`src/rtl/rr_mux_pkg.sv`:
```
// rr_mux_pkg: shared constants and pointer helper for the 8-channel round-robin mux
package rr_mux_pkg;
    localparam int NUM_CH = 8;
    localparam int SEL_W  = 3;

    function automatic logic [SEL_W-1:0] next_ptr(input logic [SEL_W-1:0] g);
        return g + SEL_W'(1);
    endfunction
endpackage

```
`src/rtl/rr_arbiter_8.sv`:
```
// rr_arbiter_8: combinational round-robin grant search starting at ptr
module rr_arbiter_8
    import rr_mux_pkg::*;
(
    input  logic [NUM_CH-1:0] req,
    input  logic [SEL_W-1:0]  ptr,
    input  logic              en,
    output logic [NUM_CH-1:0] gnt,
    output logic [SEL_W-1:0]  gnt_idx
);
    logic [SEL_W-1:0] off;
    logic             hit;

    // rotate the search so ptr is checked first; the lowest rotated offset wins
    always_comb begin
        off = '0;
        hit = 1'b0;
        for (int i = NUM_CH - 1; i >= 0; i--) begin
            if (req[ptr + SEL_W'(i)]) begin
                off = SEL_W'(i);
                hit = 1'b1;
            end
        end
        gnt_idx = ptr + off;
        gnt = (en && hit) ? NUM_CH'(1) << gnt_idx : '0;
    end
endmodule

```
`src/rtl/rr_mux_8x1.sv`:
```
// rr_mux_8x1: round-robin 8-to-1 stream mux with registered output and source tag
module rr_mux_8x1
    import rr_mux_pkg::*;
#(
    parameter int WIDTH = 8
) (
    input  logic               clk,
    input  logic               rst,
    input  logic [7:0]         in_valid,
    input  logic [8*WIDTH-1:0] in_data,
    output logic [7:0]         in_ready,
    output logic               out_valid,
    output logic [WIDTH-1:0]   out_data,
    output logic [2:0]         out_sel,
    input  logic               out_ready
);
    logic [SEL_W-1:0]  ptr;
    logic [SEL_W-1:0]  g;
    logic [NUM_CH-1:0] gnt;
    logic              load;

    // the register can accept a word when empty or draining; never while in reset
    assign load = (!out_valid || out_ready) && !rst;

    rr_arbiter_8 u_arb (
        .req     (in_valid),
        .ptr     (ptr),
        .en      (load),
        .gnt     (gnt),
        .gnt_idx (g)
    );

    assign in_ready = gnt;

    // output register and pointer: load on transfer, clear valid on a bare drain
    always_ff @(posedge clk or posedge rst) begin
        if (rst) begin
            out_valid <= 1'b0;
            out_data  <= '0;
            out_sel   <= '0;
            ptr       <= '0;
        end else if (|gnt) begin
            out_valid <= 1'b1;
            out_data  <= in_data[g*WIDTH +: WIDTH];
            out_sel   <= g;
            ptr       <= next_ptr(g);
        end else if (out_ready) begin
            out_valid <= 1'b0;
        end
    end
endmodule

```
`config.mk`:
```
export PLATFORM = sky130hd
export DESIGN_NAME = rr_mux_8x1
export DESIGN_NICKNAME = d
export VERILOG_FILES = /design/src/rtl/rr_mux_pkg.sv /design/src/rtl/rr_arbiter_8.sv /design/src/rtl/rr_mux_8x1.sv
export SDC_FILE = /design/constraint.sdc
export NUM_CORES = 1
export LEC_CHECK = 0
export CORE_MARGIN = 4
export CORE_UTILIZATION = 35
export CTS_CLUSTER_DIAMETER = 100
export CTS_CLUSTER_SIZE = 30
export DETAILED_ROUTE_END_ITERATION = 10
export HOLD_SLACK_MARGIN = 0.06
export PLACE_DENSITY = 0.73
export SYNTH_ARGS = -nofsm -noshare
export SYNTH_HDL_FRONTEND = slang
export SYNTH_SLANG_ARGS = --single-unit
```
`constraint.sdc`:
```
create_clock -name clk -period 4.2 [get_ports clk]
set_input_delay 0.84 -clock clk [delete_from_list [all_inputs] [get_ports clk]]
set_output_delay 0.84 -clock clk [all_outputs]
set_load 0.005 [all_outputs]
```
* Word level (Yosys, flattened, before mapping)
Index checks and enable logic that the tools add are counted.
Operators by class: muxes and demuxes 35, reductions and logical operators 7, order comparisons 8, add/subtract/negate cells 9, shift-type cells 2
Operators by type and width (count):
- $shiftx 64x7->8 | 1
- $lt 3x4->1 const B | 8
- $bmux 1 s3 | 8
- $mux 3 | 8
- $mux 1 | 18
- $add 3x3->3 const B | 4
- $mux 8 | 1
- $reduce_or 8->1 | 1
- $shl 1x3->8 const A | 1
- $add 3x1->3 const B | 2
- $add 3x2->3 const B | 2
- $add 3x3->3 | 1
- $logic_and 1x1->1 | 2
- $logic_not 1->1 | 2
- $reduce_bool 2->1 | 1
- $logic_or 1x1->1 | 1
Storage, ports and cells: logic and storage cells 65, bits in registers 15, output and inout port bits 20

* Logic depth before layout (Yosys ltp)
depth in word-level cells 16, gate-level depth with buffers 24

* By module
From an unflattened synthesis, not the netlist that was laid out.
Second synthesis, totals: cell total of the unflattened synthesis 181, area, all modules 2003.2 µm²
By module, submodules not included:
- rr_mux_8x1 | cells an instance 81, instances 1, area each 1098.6 µm²
- rr_arbiter_8 | cells an instance 100, instances 1, area each 904.6 µm²

* Worst setup path before layout
Ideal clock, no wire load.
path kind register to register, start register ptr[0], end register out_data[2], cell stages (with the launch flop) 20, path slack -487 ps, arrival time 4560 ps, path buffers 4, required time 4073 ps, cells stage by stage dfrtp_1 buf_6 inv_1 ha_1 clkdlybuf4s15_2 mux4_2 mux2i_4 nand2_1 nor3b_1 a21oi_1 fa_1 clkbuf_1 nor2b_1 ha_1 nor3_1 nand2_1 o311a_1 clkbuf_1 and2_1 a221o_2
On the way: cells in the longest elaborated chain, start to end 15, elaborated cells between the ends (all ways) 45, classes of those cells 8 x add/sub; 2 x shift; 33 x mux; 2 x reduce/logical
RTL lines:
- start, declared | RTL line rr_mux_8x1.sv:17 | logic [SEL_W-1:0] ptr;
- start signal, assigned | RTL line rr_mux_8x1.sv:46 | ptr <= next_ptr(g);
- branches (longest 15 deep; another with $add 3x3->3)
- end signal, assigned | RTL line rr_mux_8x1.sv:44 | out_data <= in_data[g*WIDTH +: WIDTH];
- end, declared | RTL line rr_mux_8x1.sv:13 | output logic [WIDTH-1:0] out_data,
Parallel ways; which one is timed is not known. The select of a mux whose other input is x is not followed. A chain may end at the register's enable or synchronous reset.

* Worst setup path after layout
start input port in_valid[0], end output port in_ready[6]
On the way: cells in the longest elaborated chain, start to end 13, elaborated cells between the ends (all ways) 36, classes of those cells 1 x add/sub; 1 x shift; 33 x mux; 1 x reduce/logical
RTL lines:
- start, declared | RTL line rr_mux_8x1.sv:9 | input logic [7:0] in_valid,
- $bmux 1 s3 | RTL line rr_arbiter_8.sv:19 | if (req[ptr + SEL_W'(i)]) begin
- $mux 1 (not written as such) | RTL line rr_arbiter_8.sv:19
- $mux 3 (8 in a row) | RTL line rr_arbiter_8.sv:19
- $add 3x3->3 | RTL line rr_arbiter_8.sv:24 | gnt_idx = ptr + off;
- $shl 1x3->8 | RTL line rr_arbiter_8.sv:25 | gnt = (en && hit) ? NUM_CH'(1) << gnt_idx : '0;
- $mux 8 * | RTL line rr_arbiter_8.sv:25
- end, declared | RTL line rr_mux_8x1.sv:11 | output logic [7:0] in_ready,
Mark *: on every way between the ends. The rest lies on a longest branch, timed or not. The select of a mux whose other input is x is not followed.

==> impl_metrics.xml <==
<?xml version="1.0" encoding="UTF-8"?>
<metrics>
  <group name="run_status">
    <metric name="status" unit="">finished, violations left</metric>
    <metric name="failing_checks" unit="">setup timing</metric>
  </group>
  <group name="timing">
    <metric name="report.final.slew_viol_count" unit="">0</metric>
    <metric name="post-route-period-util" unit="%">105</metric>
    <metric name="postLayoutSetupSlackWorst" unit="ns">-0.208</metric>
    <metric name="hold_viol" unit="">0</metric>
    <metric name="final_period_minus_worst_setup_slack" unit="ns">4.41</metric>
    <metric name="finalSetupViolCount" unit="">15</metric>
    <metric name="timing.max_slew.rel_slack" unit="%">61.8</metric>
    <metric name="grt_setup_unrepaired" unit="">yes</metric>
    <metric name="fin_worst_skew" unit="ns">0.00296</metric>
    <metric name="hold-worst-slack" unit="ns">0.475</metric>
    <metric name="timing_worst_slew_pin_value" unit="ns">0.572</metric>
    <metric name="achievable-frequency" unit="GHz">0.227</metric>
  </group>
  <group name="clock_tree">
    <metric name="clock_insertion_delay_worst_skew" unit="ns">0.24</metric>
    <metric name="cts_tree" unit="">done</metric>
    <metric name="cts.hold.buffers_added" unit="">0</metric>
    <metric name="htreeDepth" unit="">1</metric>
    <metric name="tritoncts_num_sinks" unit="">15</metric>
    <metric name="cts_inserted_buffers" unit="">3</metric>
    <metric name="clock_tree.buffer_depth" unit="">2</metric>
    <metric name="clock_input_transition_at_the_sequential_cells_of_the_worst_setup_and_hold_paths" unit="ns">0.06</metric>
    <metric name="clock_tree.root_cell" unit="">sky130_fd_sc_hd__clkbuf_8</metric>
  </group>
  <group name="critical_path">
    <metric name="worst_r2r_startpoint" unit="">ptr[1]</metric>
    <metric name="crit_path_capture_type" unit="">output pin</metric>
    <metric name="timing.setup.critical_path_class" unit="">in -&gt; out</metric>
    <metric name="startpoint_type" unit="">primary input</metric>
    <metric name="timing.rr.end" unit="">out_data[5]</metric>
    <metric name="critical_path.max_fanout" unit="">6</metric>
    <metric name="capture_point_of_the_critical_path" unit="">in_ready[6]</metric>
    <metric name="worstSetupStartpoint" unit="">in_valid[0]</metric>
    <metric name="reg2reg_depth" unit="">21</metric>
    <metric name="r2r_slack" unit="ns">0.03</metric>
    <metric name="arrival" unit="ns">3.57</metric>
    <metric name="cp.required" unit="ns">3.36</metric>
  </group>
  <group name="routing">
    <metric name="post-route-drc-count" unit="">0</metric>
    <metric name="drt_iter0_markers" unit="">102</metric>
    <metric name="wl" unit="um">6660</metric>
    <metric name="routed_wire_length_per_instance" unit="um">16.9</metric>
    <metric name="via_count" unit="">2116</metric>
    <metric name="total_iterations_of_the_first_detailed_routing_run" unit="">4</metric>
    <metric name="drtAntennaViolNets" unit="">0</metric>
    <metric name="number_of_vias_per_cell" unit="">5.36</metric>
  </group>
  <group name="layout">
    <metric name="final_layout_size_suffix_gt1_share" unit="%">43.3</metric>
    <metric name="n_antenna_cell" unit="">0</metric>
    <metric name="areaGrowthSynthToFinish" unit="%">78.2</metric>
    <metric name="nets" unit="">405</metric>
  </group>
  <group name="logic_synthesis">
    <metric name="ff_latch_count_synth" unit="">15</metric>
    <metric name="postSynth.topFlopCell" unit="">sky130_fd_sc_hd__dfrtp_1</metric>
    <metric name="yosys-top-cells-area" unit="">sky130_fd_sc_hd__mux4_2, sky130_fd_sc_hd__dfrtp_1, sky130_fd_sc_hd__mux4_1</metric>
    <metric name="ys_types" unit="">50</metric>
    <metric name="ys_seq_area_share" unit="%">19.1</metric>
    <metric name="synth_edf_count" unit="">0</metric>
    <metric name="syn-cell-area" unit="sq um">1960</metric>
    <metric name="synthesis.yosys.warnings" unit="">0</metric>
    <metric name="syn_inst" unit="">183</metric>
    <metric name="async_flop_share" unit="%">100</metric>
    <metric name="post_synth.cell_area_avg" unit="sq um">10.7</metric>
    <metric name="share_of_yosys_cell_area_claimed_by_the_top_area_cell_type" unit="%">24.1</metric>
    <metric name="syn_nets" unit="">264</metric>
    <metric name="synth_largest_area_cell" unit="">sky130_fd_sc_hd__mux4_2</metric>
  </group>
  <group name="grt">
    <metric name="first_global_vias" unit="">2266</metric>
    <metric name="grt_max_degree" unit="">19</metric>
    <metric name="grt_first_pass_wirelength" unit="um">11100</metric>
    <metric name="grt_remaining_overflow" unit="">0</metric>
    <metric name="grt_use_total" unit="%">19.4</metric>
    <metric name="antenna_found_initial" unit="">0</metric>
  </group>
  <group name="floorplan">
    <metric name="die-area" unit="sq um">6870</metric>
    <metric name="floorplan.initialDensity" unit="%">35.9</metric>
    <metric name="top_level_ports" unit="">95</metric>
    <metric name="core" unit="sq um">5470</metric>
    <metric name="overall_die_height" unit="um">82.9</metric>
    <metric name="fp.dieW" unit="um">82.9</metric>
    <metric name="num_rows" unit="">27</metric>
  </group>
  <group name="worst_hold_path">
    <metric name="hold_path_class" unit="">reg -&gt; reg</metric>
  </group>
  <group name="place">
    <metric name="placement.io_buffers" unit="">94</metric>
    <metric name="dpl.hpwl" unit="um">5080</metric>
    <metric name="gp_congestion" unit="">0.794</metric>
    <metric name="place_worst_setup_slack" unit="ns">-1.09</metric>
  </group>
  <group name="job">
    <metric name="max_cap_viol_count" unit="">0</metric>
  </group>
</metrics>
==> worst min-delay path by stage <==
stage	startpoint	end	slack, ns	depth (start not counted)
final	out_sel[2]	out_sel[2]	0.48	2
after global routing	out_sel[0]	out_sel[0]	0.52	2
after CTS	out_sel[2]	out_sel[2]	0.48	2
after detailed placement	out_sel[2]	out_sel[2]	0.47	2
after global placement	out_sel[2]	out_sel[2]	0.46	2
after floorplan	out_sel[1]	out_sel[1]	0.47	2
==> cells in the mapped netlist (all sizes together) (2+ instances only) <==
cell type	n
a221o	7
and3	2
mux4	26
inv	10
o31ai	2
buf	6
dfrtp	15
a31o	3
and2	8
nand2b	2
nor2	13
ha	5
nor3	3
mux2	3
clkbuf	8
o311a	2
o22ai	2
nand3	3
o21ai	3
nand2	22
xor2	3
mux2i	6
nand4	3
a21oi	9
xnor2	2
==> cell type report <==
cell class | instances | area, sq um
clock buffer | 4 | 45.0
fill | 439 | 1970
inverter | 10 | 42.5
multi-input combinational | 144 | 1570
sequential | 15 | 377
tap | 72 | 90.1
timing repair buffer | 150 | 1380
==> through the flow <==
stage / std cells / area [sq um] / setup TNS [ns] / util (%)
5_1_grt: 395 / 3500 / -4.55 / 63.9
6_report: 395 / 3500 / -1.36 / 63.9
3_5_place_dp: 379 / 3290 / -18.00 / 60.1
3_3_place_gp: 379 / 3290 / -16.02 / 60.1
4_1_cts: 394 / 3490 / -1.11 / 63.7
2_1_floorplan: 183 / 2020 / -1.21 / -
==> cell families after synthesis <==
logic type / Yosys count / synth area share [%]
compound gates: 36 / 15.7
xor+xnor: 5 / 2.23
fa+ha+maj: 6 / 4.20
mux: 35 / 36.4
buf+inv: 25 / 7.45
flops: 15 / 19.1
simple gates: 61 / 14.9
==> layer usage <==
layer | vias to the layer above | track usage [%] | share of wire, %
met3 | 14 | 3.37 | 5.9
li1 | 999 | - | -
met2 | 77 | 34.3 | 52
met1 | 1026 | 24.0 | 40
met4 | 0 | 5.79 | 2.4
met5 | - | 0 | 0
==> sequential cells by signal (all words and copies together) (netlist names) <==
| name | count |
|---|---|
| out_data | 8 |
| out_sel | 3 |
| out_valid | 1 |
| ptr | 3 |
==> layout by cell type (no fill, tap or decap), types with 7 or more instances in the layout <==
master,count
sky130_fd_sc_hd__buf_4,51
sky130_fd_sc_hd__nor2_1,10
sky130_fd_sc_hd__a21oi_1,8
sky130_fd_sc_hd__nand2_1,19
sky130_fd_sc_hd__clkdlybuf4s50_1,78
sky130_fd_sc_hd__dfrtp_1,14
sky130_fd_sc_hd__buf_6,9
sky130_fd_sc_hd__buf_2,8
sky130_fd_sc_hd__and2_1,7
sky130_fd_sc_hd__mux4_2,24
==> repair_timing <==
item,4_1_cts,5_1_grt
resized for setup,106,3
cloned,1,0
pin swaps,16,7
setup endpoints to repair,21,21
buffers inserted,10,2
==> critical path: stages <==
cell and delay, ns:
sky130_fd_sc_hd__buf_8 0.10, sky130_fd_sc_hd__mux4_2 0.49, sky130_fd_sc_hd__mux2_4 0.31, sky130_fd_sc_hd__o22ai_2 0.12, sky130_fd_sc_hd__a32oi_1 0.08, sky130_fd_sc_hd__o221a_2 0.28
sky130_fd_sc_hd__ha_4 0.16, sky130_fd_sc_hd__inv_2 0.04, sky130_fd_sc_hd__fa_2 0.47, sky130_fd_sc_hd__or3_4 0.42, sky130_fd_sc_hd__nor2_1 0.11, sky130_fd_sc_hd__buf_2 0.14
Power is not shown: default switching activity piles up to over one toggle a cycle in this logic, so the estimate is an artifact.
